--- config.mk ---
export PLATFORM = sky130hd
export DESIGN_NAME = board_sysctl_flat
export DESIGN_NICKNAME = d
export VERILOG_FILES = /design/src/rtl/board_sysctl_if.sv /design/src/rtl/board_sysctl.sv /design/src/flat_wrapper.sv
export SDC_FILE = /design/constraint.sdc
export NUM_CORES = 1
export LEC_CHECK = 0
export ABC_AREA = 1
export CORE_ASPECT_RATIO = 0.8
export CORE_UTILIZATION = 45
export CTS_BUF_LIST = sky130_fd_sc_hd__clkbuf_8
export DETAILED_ROUTE_END_ITERATION = 7
export GPL_TIMING_DRIVEN = 0
export SETUP_SLACK_MARGIN = 0.2
export SYNTH_ARGS = -nofsm -noshare
export SYNTH_HDL_FRONTEND = slang
export SYNTH_SLANG_ARGS = --single-unit
--- constraint.sdc ---
create_clock -name clock -period 5.5 [get_ports clock]
set_clock_uncertainty 0.15 [all_clocks]
set_input_delay 0.55 -clock clock [delete_from_list [all_inputs] [get_ports clock]]
set_output_delay 0.55 -clock clock [all_outputs]
set_load 0.02 [all_outputs]
--- src/rtl/board_sysctl_if.sv ---
// board_sysctl_if: board-side signals of the system controller.
// The controller takes the slave view; the board top (or a bench) takes master.
interface board_sysctl_if #(
  parameter int NUM_LEDS = 8
);
  logic                pll_locked;
  logic                btn_n;
  logic [1:0]          mode;
  logic                sys_reset;
  logic                sys_ready;
  logic [NUM_LEDS-1:0] led;

  modport master (
    output pll_locked, btn_n, mode,
    input  sys_reset, sys_ready, led
  );

  modport slave (
    input  pll_locked, btn_n, mode,
    output sys_reset, sys_ready, led
  );
endinterface

--- src/rtl/board_sysctl.sv ---
// board_sysctl: synchronises PLL lock and the reset button, sequences a
// stretched synchronous reset for downstream logic and drives an LED bank
// from an exact-period heartbeat in one of four display modes.
module board_sysctl #(
  parameter int LOCK_SYNC_STAGES  = 2,
  parameter int DEBOUNCE_CYCLES   = 1_250_000,
  parameter int RESET_HOLD_CYCLES = 1024,
  parameter int HEARTBEAT_DIV     = 62_500_000,
  parameter int NUM_LEDS          = 8
) (
  input  logic          clock,
  input  logic          reset_n,
  board_sysctl_if.slave bus
);
  localparam int DB_W   = $clog2(DEBOUNCE_CYCLES);
  localparam int HOLD_W = $clog2(RESET_HOLD_CYCLES + 1);
  localparam int HB_W   = $clog2(HEARTBEAT_DIV);
  localparam int POS_W  = $clog2(NUM_LEDS);

  typedef enum logic [1:0] {
    WAIT_LOCK = 2'd0,
    HOLD      = 2'd1,
    RUN       = 2'd2
  } state_t;

  // ---------------------------------------------------------------- sync
  logic [LOCK_SYNC_STAGES-1:0] lock_sync_q;
  logic [LOCK_SYNC_STAGES-1:0] btn_sync_q;
  logic                        lock_s;
  logic                        btn_s;

  // Metastability chains; the button idles released (high).
  always_ff @(posedge clock or negedge reset_n) begin
    if (!reset_n) begin
      lock_sync_q <= '0;
      btn_sync_q  <= '1;
    end else begin
      lock_sync_q <= {lock_sync_q[LOCK_SYNC_STAGES-2:0], bus.pll_locked};
      btn_sync_q  <= {btn_sync_q[LOCK_SYNC_STAGES-2:0], bus.btn_n};
    end
  end

  assign lock_s = lock_sync_q[LOCK_SYNC_STAGES-1];
  assign btn_s  = btn_sync_q[LOCK_SYNC_STAGES-1];

  // ------------------------------------------------------------ debounce
  logic            btn_db_q, btn_db_d;
  logic [DB_W-1:0] db_cnt_q, db_cnt_d;
  logic            press_q, press_d;

  // Accept a new level only after DEBOUNCE_CYCLES consecutive differing
  // samples; press fires once, in the cycle the debounced level first reads 0.
  always_comb begin
    btn_db_d = btn_db_q;
    db_cnt_d = db_cnt_q;
    press_d  = 1'b0;
    if (btn_s == btn_db_q) begin
      db_cnt_d = '0;
    end else if (db_cnt_q == DB_W'(DEBOUNCE_CYCLES - 1)) begin
      btn_db_d = btn_s;
      db_cnt_d = '0;
      press_d  = ~btn_s;
    end else begin
      db_cnt_d = db_cnt_q + DB_W'(1);
    end
  end

  // Debounce state registers.
  always_ff @(posedge clock or negedge reset_n) begin
    if (!reset_n) begin
      btn_db_q <= 1'b1;
      db_cnt_q <= '0;
      press_q  <= 1'b0;
    end else begin
      btn_db_q <= btn_db_d;
      db_cnt_q <= db_cnt_d;
      press_q  <= press_d;
    end
  end

  // ----------------------------------------------------------- reset FSM
  state_t            state_q, state_d;
  logic [HOLD_W-1:0] hold_cnt_q, hold_cnt_d;

  // Lock loss beats a press; a press while waiting for lock is ignored.
  always_comb begin
    state_d    = state_q;
    hold_cnt_d = hold_cnt_q;
    case (state_q)
      WAIT_LOCK: begin
        if (lock_s) begin
          state_d    = HOLD;
          hold_cnt_d = '0;
        end
      end
      HOLD: begin
        if (!lock_s) begin
          state_d = WAIT_LOCK;
        end else if (press_q) begin
          hold_cnt_d = '0;
        end else if (hold_cnt_q == HOLD_W'(RESET_HOLD_CYCLES - 1)) begin
          state_d = RUN;
        end else begin
          hold_cnt_d = hold_cnt_q + HOLD_W'(1);
        end
      end
      RUN: begin
        if (!lock_s) begin
          state_d = WAIT_LOCK;
        end else if (press_q) begin
          state_d    = HOLD;
          hold_cnt_d = '0;
        end
      end
      default: begin
        state_d    = WAIT_LOCK;
        hold_cnt_d = '0;
      end
    endcase
  end

  // Reset sequencer state register.
  always_ff @(posedge clock or negedge reset_n) begin
    if (!reset_n) begin
      state_q    <= WAIT_LOCK;
      hold_cnt_q <= '0;
    end else begin
      state_q    <= state_d;
      hold_cnt_q <= hold_cnt_d;
    end
  end

  // Decoded straight from the state register so downstream sees no glitches.
  logic run;
  assign run           = (state_q == RUN);
  assign bus.sys_reset = ~run;
  assign bus.sys_ready = run;

  // ----------------------------------------------------------- heartbeat
  logic [HB_W-1:0] hb_cnt_q;
  logic            tick;
  logic            hb_q;

  assign tick = (hb_cnt_q == HB_W'(HEARTBEAT_DIV - 1));

  // Divider wraps at DIV-1 so the tick period is exactly HEARTBEAT_DIV.
  always_ff @(posedge clock or negedge reset_n) begin
    if (!reset_n) begin
      hb_cnt_q <= '0;
      hb_q     <= 1'b0;
    end else if (tick) begin
      hb_cnt_q <= '0;
      hb_q     <= ~hb_q;
    end else begin
      hb_cnt_q <= hb_cnt_q + HB_W'(1);
    end
  end

  // ------------------------------------------------------------ patterns
  logic [NUM_LEDS-1:0] bin_cnt_q;
  logic [POS_W-1:0]    pos_q, pos_d;
  logic                dir_up_q, dir_up_d;

  // Scanner bounces off both ends: at an end it turns and steps inward.
  always_comb begin
    pos_d    = pos_q;
    dir_up_d = dir_up_q;
    if (dir_up_q) begin
      if (pos_q == POS_W'(NUM_LEDS - 1)) begin
        dir_up_d = 1'b0;
        pos_d    = pos_q - POS_W'(1);
      end else begin
        pos_d = pos_q + POS_W'(1);
      end
    end else begin
      if (pos_q == '0) begin
        dir_up_d = 1'b1;
        pos_d    = POS_W'(1);
      end else begin
        pos_d = pos_q - POS_W'(1);
      end
    end
  end

  // Patterns advance on every tick whatever the mode, so switching is seamless.
  always_ff @(posedge clock or negedge reset_n) begin
    if (!reset_n) begin
      bin_cnt_q <= '0;
      pos_q     <= '0;
      dir_up_q  <= 1'b1;
    end else if (tick) begin
      bin_cnt_q <= bin_cnt_q + NUM_LEDS'(1);
      pos_q     <= pos_d;
      dir_up_q  <= dir_up_d;
    end
  end

  // ----------------------------------------------------------------- LEDs
  logic [NUM_LEDS-1:0] led_q, led_d;

  // Select the display for the current mode; registered below.
  always_comb begin
    led_d = '0;
    case (bus.mode)
      2'd0: led_d = {NUM_LEDS{hb_q}};
      2'd1: led_d = bin_cnt_q;
      2'd2: led_d = NUM_LEDS'(1) << pos_q;
      default: begin
        led_d[0] = hb_q;
        led_d[1] = lock_s;
        led_d[2] = run;
      end
    endcase
  end

  // LED output register.
  always_ff @(posedge clock or negedge reset_n) begin
    if (!reset_n) led_q <= '0;
    else          led_q <= led_d;
  end

  assign bus.led = led_q;

endmodule

--- src/flat_wrapper.sv ---
// flat-port wrapper written by rule: the top's interface ports become plain ports
module board_sysctl_flat 
#(
  parameter int LOCK_SYNC_STAGES  = 2,
  parameter int DEBOUNCE_CYCLES   = 1_250_000,
  parameter int RESET_HOLD_CYCLES = 1024,
  parameter int HEARTBEAT_DIV     = 62_500_000,
  parameter int NUM_LEDS          = 8
)
  (clock, reset_n, bus_pll_locked, bus_btn_n, bus_mode, bus_sys_reset, bus_sys_ready, bus_led);
  board_sysctl_if #(.NUM_LEDS(NUM_LEDS)) bus_i ();
  input  logic clock;
  input  logic reset_n;
  input wire logic [$bits(bus_i.pll_locked)-1:0] bus_pll_locked;
  input wire logic [$bits(bus_i.btn_n)-1:0] bus_btn_n;
  input wire logic [$bits(bus_i.mode)-1:0] bus_mode;
  output wire logic [$bits(bus_i.sys_reset)-1:0] bus_sys_reset;
  output wire logic [$bits(bus_i.sys_ready)-1:0] bus_sys_ready;
  output wire logic [$bits(bus_i.led)-1:0] bus_led;
  assign bus_i.pll_locked = bus_pll_locked;
  assign bus_i.btn_n = bus_btn_n;
  assign bus_i.mode = bus_mode;
  assign bus_sys_reset = bus_i.sys_reset;
  assign bus_sys_ready = bus_i.sys_ready;
  assign bus_led = bus_i.led;
  board_sysctl #(.LOCK_SYNC_STAGES(LOCK_SYNC_STAGES), .DEBOUNCE_CYCLES(DEBOUNCE_CYCLES), .RESET_HOLD_CYCLES(RESET_HOLD_CYCLES), .HEARTBEAT_DIV(HEARTBEAT_DIV), .NUM_LEDS(NUM_LEDS)) u_core (.clock(clock), .reset_n(reset_n), .bus(bus_i));
endmodule
# Word level (Yosys, flattened, before mapping)
# Cells that the tools add are included.
# word_totals
output_inout_bits	10
in_bits	6
reg_bits	87
elab_cells	74
# op_classes
eq_ne	17
n_mux	27
addsub	6
shifts	1
n_reduce_logical	6
bitwise	4
# ops
operator	count
$mux 11	6
$mux 21	2
$pmux 11 s3	1
$add 26x1->26 const B	1
$eq 26x26->1 const B	1
$mux 26	1
$add 21x1->21 const B	1
$eq 21x21->1 const B	1
$pmux 5 s3	1
$mux 2	6
$add 11x1->11 const B	1
$eq 11x10->1 const B	1
$mux 3	3
$ne 3x3->1 const B	3
$pmux 3 s3	1
$add 8x1->8 const B	1
$ne 2x1->1 const B	4
$shl 1x3->8 const A	1
$pmux 2 s3	1
$mux 1	5
$reduce_and 5->1	1
$eq 2x1->1 const B	2
$eq 2x2->1 const B	2
$logic_not 2->1	2
9 further kinds	12

# Longest topological paths before layout
# Gate-level depths: netlist (run 1).
# depth
depth_word	5
ltp_mapped	10
ltp_nobuf	9

# Worst setup path after synthesis (run 1)
# OpenSTA, ideal clock, no wires.
# synth_path
kind	flip-flop to flip-flop
startpoint	reg u_core.hold_cnt_q[0]
endpoint	reg u_core.hold_cnt_q[8]
path_buffers	1
path_slack_ns	3.781
stages_incl_launch_ff	11
period_less_slack_ns	1.719
arrival_time_ns	1.452
setup_time_ns	0.116
t_required_ns	5.234
cell_sequence	dfrtp_1 ha_1 nand3_1 inv_1 nand3_1 nand2_1 nand2_2 nand2_2 buf_6 nand2_1 nand2_1
# synth_between
elab_chain_len	5
word_cells_on_any_way	8
classes_between	1 x add/sub; 2 x eq/ne; 4 x mux; 1 x reduce/logical
# synth_rtl
element	line_no	source
from (decl)	board_sysctl.sv:83	logic [HOLD_W-1:0] hold_cnt_q, hold_cnt_d;
from (signal assigned)	board_sysctl.sv:129	hold_cnt_q <= hold_cnt_d;
$add 11x1->11	board_sysctl.sv:104	hold_cnt_d = hold_cnt_q + HOLD_W'(1);
$mux 11	board_sysctl.sv:101	end else if (hold_cnt_q == HOLD_W'(RESET_HOLD_CYCLES - 1)) begin
$mux 11	board_sysctl.sv:99	end else if (press_q) begin
$mux 11	board_sysctl.sv:97	if (!lock_s) begin
$pmux 11 s3	board_sysctl.sv:89	case (state_q)
# Several ways; a longest one is shown, not always the timed one. The select of a mux whose other input is x is not followed.
# A chain may end at the register's enable or synchronous reset.

# Worst setup path in the final report (run 1)
# layout_path
startpoint	reg u_core.state_q[0]
endpoint	out bus_sys_ready
# layout_between
elab_chain_len	1
# layout_rtl
element	line_no	source
from (decl)	board_sysctl.sv:82	state_t state_q, state_d;
from (signal assigned)	board_sysctl.sv:128	state_q <= state_d;
$eq 2x2->1	board_sysctl.sv:135	assign run = (state_q == RUN);
to (decl)	flat_wrapper.sv:18	output wire logic [$bits(bus_i.sys_ready)-1:0] bus_sys_ready;
# Every way passes these cells.

==> results.cfg, run 1 <==
[worst_hold_path]
holdPathEnd = u_core.lock_sync_q[1]
min_path_type = register to register
worstHoldStart = u_core.lock_sync_q[0]
whs_path_depth = 0

[timing]
tns_ps = 0
relSlewSlack_pct = 57.2
max_freq_mhz = 439
rsz0062_at_grt = false
period_share_pct = 41.4
hold_viol = 0
layout_min_cycle_time_ps = 2280
setup_viol = 0
tightestPinTransition_ps = 636
slew_viol_final = 0

[floorplan]
io_pins = 16
die_y_um = 97.8
core_area_mm2 = 0.0110
start_util_pct = 46.9
dieArea_mm2 = 0.0119
dieWidth_um = 122
num_rows = 34

[detailed_routing]
drt-wirelength-per-cell_um = 12.4
drc = 0
drt-initial-drc-count = 309
drt_wl_total_um = 11100
vias_per_cell = 4.93
ant_nets = 0
routed-via-count = 4425
drt_first_pass_iters = 5

[pwr]
power.leakage_nw = 2.72
peakVddDrop_mv = 0.153
power_density_mw_per_mm2 = 225

[grt]
grt_max_degree = 56
grt_pass1_vias = 4128
antenna_found_initial = 0
grt_overflow = 0
grt_pass1_wl_um = 19400
grt_usage_pct = 20.6

[cts]
cts_buffer_depth = 2
cts_setup_buffers = 0
clk_pin_slew_ps = 80
htreeDepth = 3
cts_tree = yes
clkSinkCount = 87
cts-root-buf = clkbuf_8
cts_inserted_buffers = 9
clk_latency_ps = 360

[yosys]
ys_types = 37
yosysSeqAreaShare_pct = 42.3
syn_avg_cell_area_um2 = 7.16
ys_ff_latch = 87
synth_area_mm2 = 0.00516
ys.warnings.count = 0
syn_inst = 721
syn-num-nets = 738

[setup_path]
worstReg2RegStart = u_core.db_cnt_q[0]
required_ps = 4800
worstPathArrival_ps = 1580
crit_path_start_kind = register
cp_max_fo = 3
end_kind = primary output
rrSetupSlack_ps = 3460
critPathKind = register to primary output
r2r_cells = 8
r2r-end = u_core.db_cnt_q[9]

[cells_and_area]
syn2layout_area_growth_pct = 11.2
fin_cells = 898
final_common_cell = nand2_1
mostFrequentLayoutCells = 219 x nand2_1, 127 x nor2_1, 92 x inv_1, 83 x dfrtp_1, 62 x nand3_1
design_area_mm2 = 0.00574
nNetsFinal = 766
drive_gt1_share_pct = 6.50
antennaDiodeCount = 0

[placed_design]
numPlacedInstances = 881
gp_congestion = 0.914
placed_cell_area_mm2 = 0.00552
dp_hpwl_um = 8400
io_buffers = 15

[outcome]
status = complete, no violations

[run]
cap_violations = 0
## Yosys cell counts
cell / count / area (um^2)
and2_2: 1 / 7.51
or2_2: 1 / 6.26
nand2_1: 219 / 822
clkbuf_1: 2 / 7.51
dfstp_2: 4 / 105
o221ai_1: 1 / 8.76
nand2_4: 1 / 11.3
inv_2: 2 / 7.51
a21oi_1: 11 / 55.1
nand2_2: 3 / 18.8
clkinv_2: 1 / 5.00
o21ai_0: 6 / 30.0
nand4_4: 1 / 21.3
nand4_1: 17 / 106
dfrtp_1: 83 / 2080
o2111ai_1: 2 / 17.5
nand3_1: 62 / 310
xor2_1: 23 / 201
nor2_1: 127 / 477
ha_1: 11 / 138
o211ai_1: 4 / 30.0
nor3b_1: 2 / 15.0
buf_4: 1 / 7.51
and2_1: 1 / 6.26
buf_12: 1 / 20.0
xnor2_1: 8 / 70.1
nor2_4: 1 / 11.3
nor3_1: 15 / 75.1
inv_1: 90 / 338
nor3_2: 1 / 10.0
nor2_2: 11 / 68.8
buf_2: 1 / 5.00
nor2_8: 1 / 20.0
and3_1: 1 / 6.26
buf_6: 2 / 22.5
nand3b_1: 2 / 15.0
a221o_1: 1 / 10.0
## power by group
group	total (W)	leakage [nW]	switching, W	internal, W
combinational	0.000137	1.44	0.0000931	0.0000444
clock	0.000487	0.112	0.000233	0.000254
sequential	0.000670	1.17	0.0000147	0.000655
total	0.00129	2.72	0.000341	0.000953
## kinds of logic (layout without fill, tap and decap cells)
group	after synthesis	count (layout)	share of synthesized area, %
simple gates	467	467	38.9
xor+xnor	31	31	5.26
flops	87	87	42.3
fa+ha+maj	11	11	2.67
buf+inv	100	133	8.00
compound gates	25	25	2.93
## worst max path at each step
stage | endpoint | from | cells past startpoint
after floorplan | u_core.hold_cnt_q[8] | u_core.hold_cnt_q[0] | 10
after global placement | u_core.hb_cnt_q[19] | reset_n | 1
after detailed placement | u_core.hb_cnt_q[5] | u_core.hb_cnt_q[0] | 7
after CTS | bus_sys_ready | u_core.state_q[0] | 4
after global routing | bus_sys_ready | u_core.state_q[0] | 4
final | bus_sys_ready | u_core.state_q[0] | 4
## per-layer routing
metal	vias to the layer above	global-route usage [%]	part of all wire (%)
met4	0	5.41	1.1
met1	2034	29.7	53
li1	2305	-	-
met3	9	4.32	3.7
met5	-	0	0
met2	77	31.2	42
## worst max-delay path: stages (launching register included)
cell	delay (ps)
dfrtp_1	380
inv_1	80
nand2_1	80
inv_1	80
clkdlybuf4s50_1	600
## sequential cells by signal, indices dropped and copies added, names as in the netlist, 2 cells and up
name                cells
u_core.bin_cnt_q        8
u_core.btn_sync_q       2
u_core.bus.led          8
u_core.db_cnt_q        21
u_core.hb_cnt_q        26
u_core.hold_cnt_q      11
u_core.lock_sync_q      2
u_core.pos_q            3
u_core.state_q          2
## timing repair
action                                 in CTS  in global routing
hold buffers                                1                  0
resized for setup                           0                  0
endpoints found under the hold margin      27                  0
## through the flow
stage                     hold WS (ps)  setup slack (ps)  util [%]  power (W)
after detailed placement           188              3470      50.1   0.000821
after floorplan                    104              3780         -   0.000771
after global routing               217              3090      52.1    0.00136
after CTS                          210              3190      52.1    0.00132
final                              205              3220      52.1    0.00129
after global placement             183               481      49.9   0.000816
## layout make-up
cell class / count / area (um^2)
repair buffers: 17 / 185
fillers: 1061 / 5280
well taps: 144 / 180
flip-flops and latches: 87 / 2180
plain buffers: 7 / 62.6
multi-input cells: 534 / 2570
clock buffers: 9 / 124
clock inverters: 7 / 88.8
inverters: 93 / 350
Note: power is estimated with default switching activity, not from simulation.
==> inputs of run 2 (changes only) <==
- clock period: 5.5 -> 2.3 ns (I/O delays scaled with it)
==> results.cfg, run 2 (synthesis gave the netlist of run 1 again) <==
[outcome]
status = complete, no violations

[floorplan]
die_y_um = 97.8
num_rows = 34
io_pins = 16
start_util_pct = 46.9
dieArea_mm2 = 0.0119
dieWidth_um = 122
core_area_mm2 = 0.0110

[timing]
setup_viol = 0
period_share_pct = 85.1
slew_viol_final = 0
layout_min_cycle_time_ps = 1960
hold_viol = 0
tns_ps = 0
relSlewSlack_pct = 54.0
rsz0062_at_grt = false
max_freq_mhz = 511
tightestPinTransition_ps = 684
whs_ps = 133

[detailed_routing]
drt_first_pass_iters = 5
drc = 0
ant_nets = 0
vias_per_cell = 4.93
drt-initial-drc-count = 307
routed-via-count = 4426
drt-wirelength-per-cell_um = 12.4
drt_wl_total_um = 11100

[cells_and_area]
reg_top3 = u_core.hb_cnt_q (26), u_core.db_cnt_q (21), u_core.hold_cnt_q (11)
final_common_cell = nand2_1
syn2layout_area_growth_pct = 11.4
largest_register_ffs = 26
fillCellCount = 1057
top_register = u_core.hb_cnt_q
mostFrequentLayoutCells = 219 x nand2_1, 125 x nor2_1, 92 x inv_1, 83 x dfrtp_1, 62 x nand3_1
nNetsFinal = 766
antennaDiodeCount = 0
drive_gt1_share_pct = 6.90

[cts]
clk_latency_ps = 360
htreeDepth = 3
cts-root-buf = clkbuf_8
clk_pin_slew_ps = 80
clkSinkCount = 87
cts_tree = yes
cts_inserted_buffers = 9
cts_buffer_depth = 2

[setup_path]
crit_path_start_kind = register
rrSetupSlack_ps = 370
worstPathArrival_ps = 1580
cp_max_fo = 3
critPathKind = register to primary output
r2r_cells = 10
path_common_cell = inv_1
end_kind = primary output
r2r-end = u_core.hold_cnt_q[6]
max_stage_delay_ps = 600
critPathSlowestCell = clkdlybuf4s50_1
worstPathCellList = inv_1, nand2_1, inv_1, clkdlybuf4s50_1
required_ps = 1920
worstReg2RegStart = u_core.hold_cnt_q[0]

[grt]
grt_overflow = 0
grt_pass1_wl_um = 19400
antenna_found_initial = 0
grt_usage_pct = 20.6
grt_pass1_vias = 4128
grt_max_degree = 56

[pwr]
peakVddDrop_mv = 0.364
power.leakage_nw = 2.73
power_density_mw_per_mm2 = 539

[run]
cap_violations = 0

[placed_design]
io_buffers = 15
gp_congestion = 0.914
dp_hpwl_um = 8400

[worst_hold_path]
holdPathEnd = u_core.btn_sync_q[0]
min_path_type = input port to register
worstHoldStart = bus_btn_n
whs_path_depth = 1
[run 2: critical path, delay by kind of cell (launching register included)]
kind	cells	cell delay, ps
buf+inv	3	760
flops	1	380
simple gates	1	80
[run 2: repair_timing]
item,in CTS,in global routing
buffers inserted,0,0
endpoints found under the hold margin,32,0
hold buffers,1,0
gates resized for setup,0,4
endpoints found under the setup margin,0,16
[run 2: area by class of cell]
cell class | count | area (um^2) | share of cell area [%]
Buffer | 7 | 62.6 | 1.09
Clock buffer | 9 | 124 | 2.15
Clock inverter | 7 | 88.8 | 1.54
Inverter | 93 | 350 | 6.09
Multi-Input combinational cell | 534 | 2580 | 44.9
Sequential cell | 87 | 2180 | 37.9
Tap cell | 144 | 180 | 3.13
Timing Repair Buffer | 17 | 185 | 3.22
[run 2: worst max-delay path by stage]
stage	endpoint	startpoint	slack, ps	cells past startpoint
after floorplan	u_core.hold_cnt_q[8]	u_core.hold_cnt_q[0]	580	10
after detailed placement	u_core.hb_cnt_q[5]	u_core.hb_cnt_q[0]	270	7
final	bus_sys_ready	u_core.state_q[0]	340	4
after CTS	u_core.hb_cnt_q[1]	u_core.hb_cnt_q[0]	250	7
after global routing	bus_sys_ready	u_core.state_q[0]	210	4
after global placement	u_core.hb_cnt_q[19]	reset_n	-2400	1
[run 2: where the power goes]
group / leakage (nW) / internal (W) / switching (W)
Clock: 0.112 / 0.000607 / 0.000557
Sequential: 1.17 / 0.00157 / 0.0000354
Combinational: 1.44 / 0.000109 / 0.000228
[run 2: routing by layer]
layer / GRT usage [%] / routed length, um / up-vias / part of all wire, %
met5: 0 / 0 / - / 0
met4: 5.41 / 117 / 0 / 1.1
met3: 4.32 / 402 / 9 / 3.6
met2: 31.2 / 4730 / 74 / 42
met1: 29.7 / 5890 / 2041 / 53
li1: - / - / 2302 / -
[run 2: stage by stage]
step                util [%]  worst slack, ps  total power, W  cells  instance area, um^2
floorplan                  -              581         0.00184    721                 5160
global placement        49.9            -2400         0.00195    880                 5490
detailed placement      50.1              267         0.00196    881                 5520
finish                  52.2              344         0.00310    898                 5750
global route            52.2              212         0.00326    898                 5750
CTS                     52.1              248         0.00314    898                 5740
==> inputs of run 3 (changes only) <==
- GPL_ROUTABILITY_DRIVEN: unset -> 0
==> results.cfg, run 3 (synthesis gave the netlist of run 1 again) <==
[outcome]
status = complete, no violations

[cells_and_area]
fin_cells = 898
mostFrequentLayoutCells = 219 x nand2_1, 125 x nor2_1, 91 x inv_1, 83 x dfrtp_1, 62 x nand3_1
drive_gt1_share_pct = 7.03
nNetsFinal = 766
largest_register_ffs = 26
regArea_mm2 = 0.00218
syn2layout_area_growth_pct = 11.6
multi_input_area_mm2 = 0.00258
fillCellCount = 1065
reg_top3 = u_core.hb_cnt_q (26), u_core.db_cnt_q (21), u_core.hold_cnt_q (11)
antennaDiodeCount = 0
final_common_cell = nand2_1
top_register = u_core.hb_cnt_q
utilization_pct = 52.3

[timing]
rsz0062_at_grt = false
relSlewSlack_pct = 55.4
setup_viol = 0
hold_viol = 0
max_freq_mhz = 510
tns_ps = 0
slew_viol_final = 0
tightestPinTransition_ps = 664
layout_min_cycle_time_ps = 1960
period_share_pct = 85.3

[cts]
cts-root-buf = clkbuf_8
clkSinkCount = 87
clk_latency_ps = 380
cts_inserted_buffers = 9
htreeDepth = 3
cts_tree = yes
clk_pin_slew_ps = 90
cts_setup_buffers = 0
cts_buffer_depth = 2

[pwr]
p_clk_share_pct = 38.3
combinationalPowerShare_pct = 10.7
finalPower_w = 0.00314
power_switching_w = 0.000853
p_seq_share_pct = 51.0
power.leakage_nw = 2.74
power_density_mw_per_mm2 = 545
switching_share_pct = 27.1
peakVddDrop_mv = 0.405
internal_power_w = 0.00229

[floorplan]
core_area_mm2 = 0.0110
start_util_pct = 46.9
io_pins = 16
num_rows = 34
die_y_um = 97.8
dieWidth_um = 122
dieArea_mm2 = 0.0119

[setup_path]
required_ps = 2420
r2r-end = u_core.hold_cnt_q[0]
worstPathCellList = ha_1, nand3_1, inv_1, nand3_1, nand2_1, nand2_4, nand2_2, buf_6, nand2_1, nand2_1
critPathKind = register to register
worstReg2RegStart = u_core.hold_cnt_q[0]
critPathSlowestCell = dfrtp_1
max_stage_delay_ps = 440
crit_path_start_kind = register
rrSetupSlack_ps = 340
end_kind = register
worstPathArrival_ps = 2080
path_common_cell = nand2_1
cp_max_fo = 10
r2r_cells = 10

[grt]
antenna_found_initial = 0
grt_max_degree = 55
grt_pass1_wl_um = 19700
grt_usage_pct = 21.0
grt_overflow = 0
grt_pass1_vias = 4156

[placed_design]
dp_hpwl_um = 8480
io_buffers = 15
numPlacedInstances = 881

[detailed_routing]
drt_wl_total_um = 11300
vias_per_cell = 4.98
drt-initial-drc-count = 327
routed-via-count = 4471
drt_first_pass_iters = 6
drc = 0
drt-wirelength-per-cell_um = 12.5
ant_nets = 0

[worst_hold_path]
worstHoldStart = bus_btn_n
whs_path_depth = 1
min_path_type = input port to register
holdPathEnd = u_core.btn_sync_q[0]

[run]
cap_violations = 0
-- run 3: per-layer routing --
metal / share of wire [%] / wire length (um) / track usage (%)
met4: 1.5 / 170 / 7.03
met5: 0 / 0 / 0
met2: 43 / 4790 / 31.2
met1: 50 / 5600 / 30.3
met3: 6.2 / 694 / 4.44
-- run 3: timing repair --
item                       in CTS  in global routing
setup endpoints to repair       0                 22
gates resized for setup         0                  5
hold buffers                    1                  0
hold endpoints to repair       33                  0
-- run 3: final cells by class --
class,instances,area share (%)
Buffer,7,1.09
Clock buffer,9,2.15
Clock inverter,7,1.67
Inverter,93,6.08
Multi-Input combinational cell,534,44.8
Sequential cell,87,37.9
Tap cell,144,3.13
Timing Repair Buffer,17,3.26
-- run 3: worst max-delay path: cells and delay by family (launching register included) --
| kind | cells | cell delay [ps] |
|---|---|---|
| simple gates | 7 | 770 |
| flops | 1 | 440 |
| fa+ha+maj | 1 | 250 |
| buf+inv | 2 | 250 |
-- run 3: per-stage QoR --
stage	instance area, um^2	setup slack, ps	hold slack [ps]
detailed placement	5520	264	70.1
CTS	5750	246	78.1
finish	5760	338	107
floorplan	5160	581	-216
global placement	5490	-2370	183
global route	5760	197	70.3
-- run 3: how the worst max path moves through the flow --
stage                                     from              endpoint  slack (ps)  cells past startpoint
after detailed placement    u_core.db_cnt_q[0]    u_core.db_cnt_q[9]         260                      8
after CTS                   u_core.db_cnt_q[0]    u_core.db_cnt_q[9]         250                      8
after global placement                 reset_n   u_core.hb_cnt_q[11]       -2370                      1
final                     u_core.hold_cnt_q[0]  u_core.hold_cnt_q[0]         340                     10
after global routing      u_core.hold_cnt_q[0]  u_core.hold_cnt_q[9]         200                     10
after floorplan           u_core.hold_cnt_q[0]  u_core.hold_cnt_q[8]         580                     10
-- run 3: power groups by stage --
stage          clock (W)  combinational [W]  sequential [W]
2_1_floorplan          0           0.000218         0.00163
3_3_place_gp           0           0.000320         0.00163
3_5_place_dp           0           0.000328         0.00163
4_1_cts          0.00124           0.000330         0.00160
5_1_grt          0.00131           0.000383         0.00161
6_report         0.00120           0.000336         0.00160
